**src/rtl/vedic_mult_8bit_pipe.sv**
```systemverilog
// Pipelined 8x8 unsigned Urdhva-Tiryagbhyam multiplier.
// Stage 1 registers the operands, stage 2 registers the four 4x4 Vedic
// partial products, and stage 3 combines them with chained 4-bit
// carry-lookahead cells into the registered product. A single global stall
// (output valid but not accepted) freezes every stage.
module vedic_mult_8bit_pipe #(
  parameter int unsigned DATA_W  = 8,
  parameter int unsigned COUNT_W = 16
) (
  input  logic                clk,
  input  logic                rst,
  input  logic                in_valid,
  output logic                in_ready,
  input  logic [DATA_W-1:0]   a,
  input  logic [DATA_W-1:0]   b,
  output logic                out_valid,
  input  logic                out_ready,
  output logic [2*DATA_W-1:0] p,
  output logic                busy,
  output logic [COUNT_W-1:0]  prod_count
);

  if (DATA_W != 8) begin : g_width_check
    $error("vedic_mult_8bit_pipe supports DATA_W = 8 only");
  end

  // 4-bit carry-lookahead adder cell; returns {carry_out, sum}.
  function automatic logic [4:0] cla4(input logic [3:0] x,
                                      input logic [3:0] y,
                                      input logic       ci);
    logic [3:0] g;
    logic [3:0] t;
    logic [4:0] c;
    g    = x & y;
    t    = x ^ y;
    c[0] = ci;
    c[1] = g[0] | (t[0] & ci);
    c[2] = g[1] | (t[1] & g[0]) | (t[1] & t[0] & ci);
    c[3] = g[2] | (t[2] & g[1]) | (t[2] & t[1] & g[0])
         | (t[2] & t[1] & t[0] & ci);
    c[4] = g[3] | (t[3] & g[2]) | (t[3] & t[2] & g[1])
         | (t[3] & t[2] & t[1] & g[0]) | (t[3] & t[2] & t[1] & t[0] & ci);
    return {c[4], t ^ c[3:0]};
  endfunction

  // 2x2 Vedic cell: vertical, crosswise, vertical.
  function automatic logic [3:0] mul2x2(input logic [1:0] x,
                                        input logic [1:0] y);
    logic pp00;
    logic pp10;
    logic pp01;
    logic pp11;
    logic cr;
    pp00 = x[0] & y[0];
    pp10 = x[1] & y[0];
    pp01 = x[0] & y[1];
    pp11 = x[1] & y[1];
    cr   = pp10 & pp01;
    return {pp11 & cr, pp11 ^ cr, pp10 ^ pp01, pp00};
  endfunction

  // 4x4 Vedic cell built from four 2x2 cells, same combine scheme as the
  // 8x8 level but on 2-bit halves.
  function automatic logic [7:0] mul4x4(input logic [3:0] x,
                                        input logic [3:0] y);
    logic [3:0] r0;
    logic [3:0] r1;
    logic [3:0] r2;
    logic [3:0] r3;
    logic [4:0] t;
    logic [4:0] u;
    logic [4:0] mid;
    logic [4:0] v;
    logic [1:0] top;
    r0  = mul2x2(x[1:0], y[1:0]);
    r1  = mul2x2(x[3:2], y[1:0]);
    r2  = mul2x2(x[1:0], y[3:2]);
    r3  = mul2x2(x[3:2], y[3:2]);
    t   = cla4(r1, r2, 1'b0);
    u   = cla4(t[3:0], {2'b00, r0[3:2]}, 1'b0);
    // mid <= 9+9+3, so the two carries can never both be set
    mid = {t[4] | u[4], u[3:0]};
    v   = cla4({r3[1:0], 2'b00}, mid[3:0], 1'b0);
    top = r3[3:2] + {1'b0, mid[4]} + {1'b0, v[4]};
    return {top, v[3:0], r0[1:0]};
  endfunction

  logic              stall;
  logic              advance;
  logic              accept;
  logic              out_hs;
  logic              s1_valid;
  logic              s2_valid;
  logic [DATA_W-1:0] a_r;
  logic [DATA_W-1:0] b_r;
  logic [7:0]        q0_r;
  logic [7:0]        q1_r;
  logic [7:0]        q2_r;
  logic [7:0]        q3_r;

  logic [4:0]        m_lo;
  logic [4:0]        m_hi;
  logic [4:0]        n_lo;
  logic [4:0]        n_hi;
  logic [4:0]        h_lo;
  logic [4:0]        h_hi;
  logic [8:0]        sum9;
  logic [8:0]        mid;
  logic [15:0]       prod;
  logic              unused_carry;

  assign stall    = out_valid & ~out_ready;
  assign advance  = ~stall;
  assign in_ready = ~stall;
  assign accept   = in_valid & in_ready;
  assign out_hs   = out_valid & out_ready;
  assign busy     = s1_valid | s2_valid | out_valid;

  // Combine the registered partial products into the 16-bit product.
  always_comb begin
    m_lo = cla4(q1_r[3:0], q2_r[3:0], 1'b0);
    m_hi = cla4(q1_r[7:4], q2_r[7:4], m_lo[4]);
    sum9 = {m_hi[4], m_hi[3:0], m_lo[3:0]};
    n_lo = cla4(sum9[3:0], q0_r[7:4], 1'b0);
    n_hi = cla4(sum9[7:4], 4'b0000, n_lo[4]);
    // q1+q2+q0[7:4] <= 465, so at most one of the two carries is set
    mid  = {sum9[8] | n_hi[4], n_hi[3:0], n_lo[3:0]};
    h_lo = cla4(q3_r[3:0], mid[7:4], 1'b0);
    h_hi = cla4(q3_r[7:4], {3'b000, mid[8]}, h_lo[4]);
    // product fits in 16 bits, so this carry is always zero
    unused_carry = h_hi[4];
    prod = {h_hi[3:0], h_lo[3:0], mid[3:0], q0_r[3:0]};
  end

  // Operand and partial-product registers; contents only matter when the
  // matching valid bit is set, so they carry no reset.
  always_ff @(posedge clk) begin
    if (advance) begin
      if (accept) begin
        a_r <= a;
        b_r <= b;
      end
      q0_r <= mul4x4(a_r[3:0], b_r[3:0]);
      q1_r <= mul4x4(a_r[7:4], b_r[3:0]);
      q2_r <= mul4x4(a_r[3:0], b_r[7:4]);
      q3_r <= mul4x4(a_r[7:4], b_r[7:4]);
    end
  end

  // Valid pipeline, output product register and handshake counter.
  always_ff @(posedge clk) begin
    if (rst) begin
      s1_valid   <= 1'b0;
      s2_valid   <= 1'b0;
      out_valid  <= 1'b0;
      p          <= '0;
      prod_count <= '0;
    end else begin
      if (advance) begin
        s1_valid  <= accept;
        s2_valid  <= s1_valid;
        out_valid <= s2_valid;
        if (s2_valid) begin
          p <= prod;
        end
      end
      if (out_hs) begin
        prod_count <= prod_count + COUNT_W'(1);
      end
    end
  end

endmodule

```
**config.mk**
```make
export PLATFORM = sky130hd
export DESIGN_NAME = vedic_mult_8bit_pipe
export DESIGN_NICKNAME = d
export VERILOG_FILES = /design/src/rtl/vedic_mult_8bit_pipe.sv
export SDC_FILE = /design/constraint.sdc
export NUM_CORES = 1
export LEC_CHECK = 0
export BUFFER_PORTS_ARGS = -buffer_cell sky130_fd_sc_hd__buf_2
export CORE_UTILIZATION = 50
export DETAILED_ROUTE_END_ITERATION = 8
export PLACE_DENSITY_LB_ADDON = 0.1
export SYNTH_ARGS = -nofsm -noshare
export SYNTH_HDL_FRONTEND = slang
export SYNTH_SLANG_ARGS = --single-unit
```
**constraint.sdc**
```tcl
create_clock -name clk -period 6.9 [get_ports clk]
set_clock_uncertainty 0.05 [all_clocks]
set_input_delay 1.38 -clock clk [delete_from_list [all_inputs] [get_ports clk]]
set_output_delay 1.38 -clock clk [all_outputs]
set_load 0.01 [all_outputs]
```
==> key figures <==
Flow run
  – Max-Cap Viols: 0

Floorplan
  – Die area: 11560 µm²
  – I/O Pins: 55
  – Chip height: 107.5 µm
  – Row count: 38
  – Starting Density: 0.5134
  – Die X: 107.5 µm
  – Core area: 10840 µm²

STA
  – Min setup slack post-route: 2.574 ns
  – Final period util: 0.6270
  – Rel. slew slack: 0.3995
  – RSZ-0062 raised after global routing: false
  – Final Hold Fails: 0
  – Hold slack: 0.4091 ns
  – Slew Viols, Final: 0
  – Least-Margin Pin Slew: 0.9008 ns
  – Final setup viols: 0
  – Setup TNS: 0 ns
  – Final min period: 4.326 ns
  – Max Clk Rate: 231.1 MHz

Logic synthesis
  – Number of synthesized flops with an enable pin: 48
  – Syn Std Cell Area: 5565 µm²
  – Post-synth cell types: 44
  – Yosys warns: 0
  – Asr flop ratio synth: 0
  – Mapped Nets: 649
  – Syn avg cell area: 10.52 µm²
  – Cell count after synthesis: 529
  – Most used DFF post-synth: edfxtp_1
  – Post-synthesis sequential area ratio: 0.3849
  – FF+latch count, synth: 83

Final layout
  – N_diodes: 0
  – Core Util, Final: 0.5729
  – Share of cells above drive strength 1: 0.1424
  – Number of fill cells in the layout: 945
  – Area taken by multi-input logic gates: 3183 µm²
  – Area growth syn-to-layout: 11.60%
  – Sequential cell area: 2142 µm²
  – Post-Layout Cell Count: 730
  – Post-route design area: 6211 µm²
  – Final #Nets: 705

Clocking
  – Clock tree buffer depth: 2
  – Clock-pin slew on the worst setup and hold paths: 0.08 ns
  – Root buf cell: clkbuf_8
  – CTS tree: built
  – Sink Count: 83
  – Post-CTS Setup Bufs: 0
  – CTS buffer count: 9
  – PostCTS Resize Cnt: 0
  – Cts hold-fix bufs: 0
  – Worst skew pair latency: 0.36 ns
  – CTS H-tree lvls: 3

Run status
  – Outcome: complete, no violations

Power
  – P_leak: 2.937 nW
  – Max VDD drop: 162.5 µV
  – Final Power: 1.654 mW
  – Pwr/cell area: 266.4 nW/µm²

Placement
  – I/O Buffers: 54
  – Area after DPL: 5977 µm²
  – RD Place Congestion: 0.8003
  – Placed Cells: 714
  – DP Worst Slack: 2.582 ns
  – Post-detail-place hpwl: 7650 µm

Global routing
  – First-pass GRT wire length: 17020 µm
  – GRT overflow: 0
  – Initial antenna violation count: 0
  – Number of global-route vias before repair: 3782
  – GRT Overall Usage: 0.1920
  – Largest net degree at the start of global routing: 41

Setup path
  – Kind of critical path: flip-flop to flip-flop
  – CP Capture Type: flip-flop
  – Worst setup SP type: flip-flop
  – WP data required: 7.12 ns
  – CP arrival: 4.54 ns
  – Max FO, Critical Path: 7

Route
  – DR pass1 iterations: 4
  – Initial DRC count: 180
  – Vias/cell: 5.149
  – DRC viols: 0
  – WL per Instance: 13.48 µm
  – Total wire length: 9840 µm
  – DRT antenna net count: 0
  – DR vias: 3759

Hold path
  – Hold/Removal Path Class: flip-flop to flip-flop
-- state kept, by name, summed over array words and instances, names as in the netlist --
| name | count |
|---|---|
| q0_r | 8 |
| q3_r | 8 |
| p | 16 |
| q2_r | 8 |
| s1_valid | 1 |
| a_r | 8 |
| prod_count | 16 |
| out_valid | 1 |
| s2_valid | 1 |
| b_r | 8 |
| q1_r | 8 |
-- power breakdown --
| group | switching, mW | total (mW) | internal (mW) | leakage, nW |
|---|---|---|---|---|
| clock | 0.173 | 0.415 | 0.242 | 0.115 |
| combinational | 0.328 | 0.601 | 0.272 | 2.03 |
| sequential | 0.0412 | 0.639 | 0.597 | 0.794 |
-- layer usage --
metal	GRT usage	wire, µm
met1	0.2295	4552
met2	0.3306	4757
met3	0.04177	310
met4	0.08415	218
met5	0	0
-- final cells by class --
class,instances,area share
Inverter,55,0.03324
Clock inverter,4,0.01591
Clock buffer,12,0.02176
Timing Repair Buffer,54,0.04351
Multi-Input combinational cell,382,0.5125
Tap cell,140,0.02820
Sequential cell,83,0.3449
-- Yosys cell counts (2+ instances only) --
library cell  number  area [µm²]
a211oi_1           8       60.06
a21o_1            10       75.07
a21oi_1           23       115.1
a311oi_1           3       26.28
and2_1            67       419.2
buf_2              2       10.01
clkbuf_1           6       22.52
dfxtp_1           35       700.7
edfxtp_1          48        1441
fa_1              21       420.4
ha_1              79       988.5
inv_1             55       206.5
maj3_1             4       40.04
mux2i_1            2       20.02
nand2_1           30       112.6
nand3_1           10       50.05
nand4_1            4       25.02
nor2_1            33       123.9
nor3_1             7       35.03
nor4_2             2       25.02
o21ai_0            9       45.04
or2_2              6       37.54
or3_1              6       37.54
xnor2_1           19       166.4
xor2_1            21       183.9
-- final timing paths --
check,start,end,slack [ns],depth (start not counted)
setup / recovery,q1_r[1]$_DFFE_PN_,p[15]$_SDFFE_PP0P_,2.57,14
setup reg to reg,q1_r[1]$_DFFE_PN_,p[15]$_SDFFE_PP0P_,2.57,14
hold reg to reg,p[10]$_SDFFE_PP0P_,p[10]$_SDFFE_PP0P_,0.41,2
hold / removal,p[10]$_SDFFE_PP0P_,p[10]$_SDFFE_PP0P_,0.41,2
-- critical path: stages (launching register included) --
cell,delay (ns)
edfxtp_1,0.42
ha_1,0.33
a211oi_1,0.32
nor2_1,0.10
or2_2,0.29
fa_1,0.38
xor2_1,0.24
o211ai_2,0.25
o311a_1,0.35
a311oi_1,0.30
ha_1,0.20
inv_1,0.06
o21a_1,0.21
or4_1,0.46
a311oi_1,0.27
-- placed cells by master (no fill, tap or decap), types with 2 or more instances in the layout --
cell / synthesis / layout
nand4_1: 4 / 4
mux2i_1: 2 / 2
xor2_1: 21 / 21
nand2_1: 30 / 30
bufinv_16: 0 / 3
and2_1: 67 / 67
maj3_1: 4 / 4
edfxtp_1: 48 / 48
nor2_1: 33 / 33
o21ai_0: 9 / 9
a311oi_1: 3 / 3
fa_1: 21 / 21
nand3_1: 10 / 10
or2_2: 6 / 6
a211oi_1: 8 / 8
dfxtp_1: 35 / 35
a21o_1: 10 / 10
clkbuf_8: 0 / 9
a21oi_1: 23 / 23
xnor2_1: 19 / 19
ha_1: 79 / 79
clkbuf_1: 6 / 3
inv_1: 55 / 55
or3_1: 6 / 6
nor4_2: 2 / 2
buf_2: 2 / 54
nor3_1: 7 / 7
-- cell families after synthesis --
group,share of synthesized area
adder cells (fa/ha/maj),0.2603
AND/OR/NAND/NOR,0.1675
multiplexers,0.003597
flip-flops,0.3849
XOR/XNOR,0.06295
AO/OA/AOI/OAI,0.07711
buffers and inverters,0.04361
No activity file was read; power rests on OpenSTA's default activity.
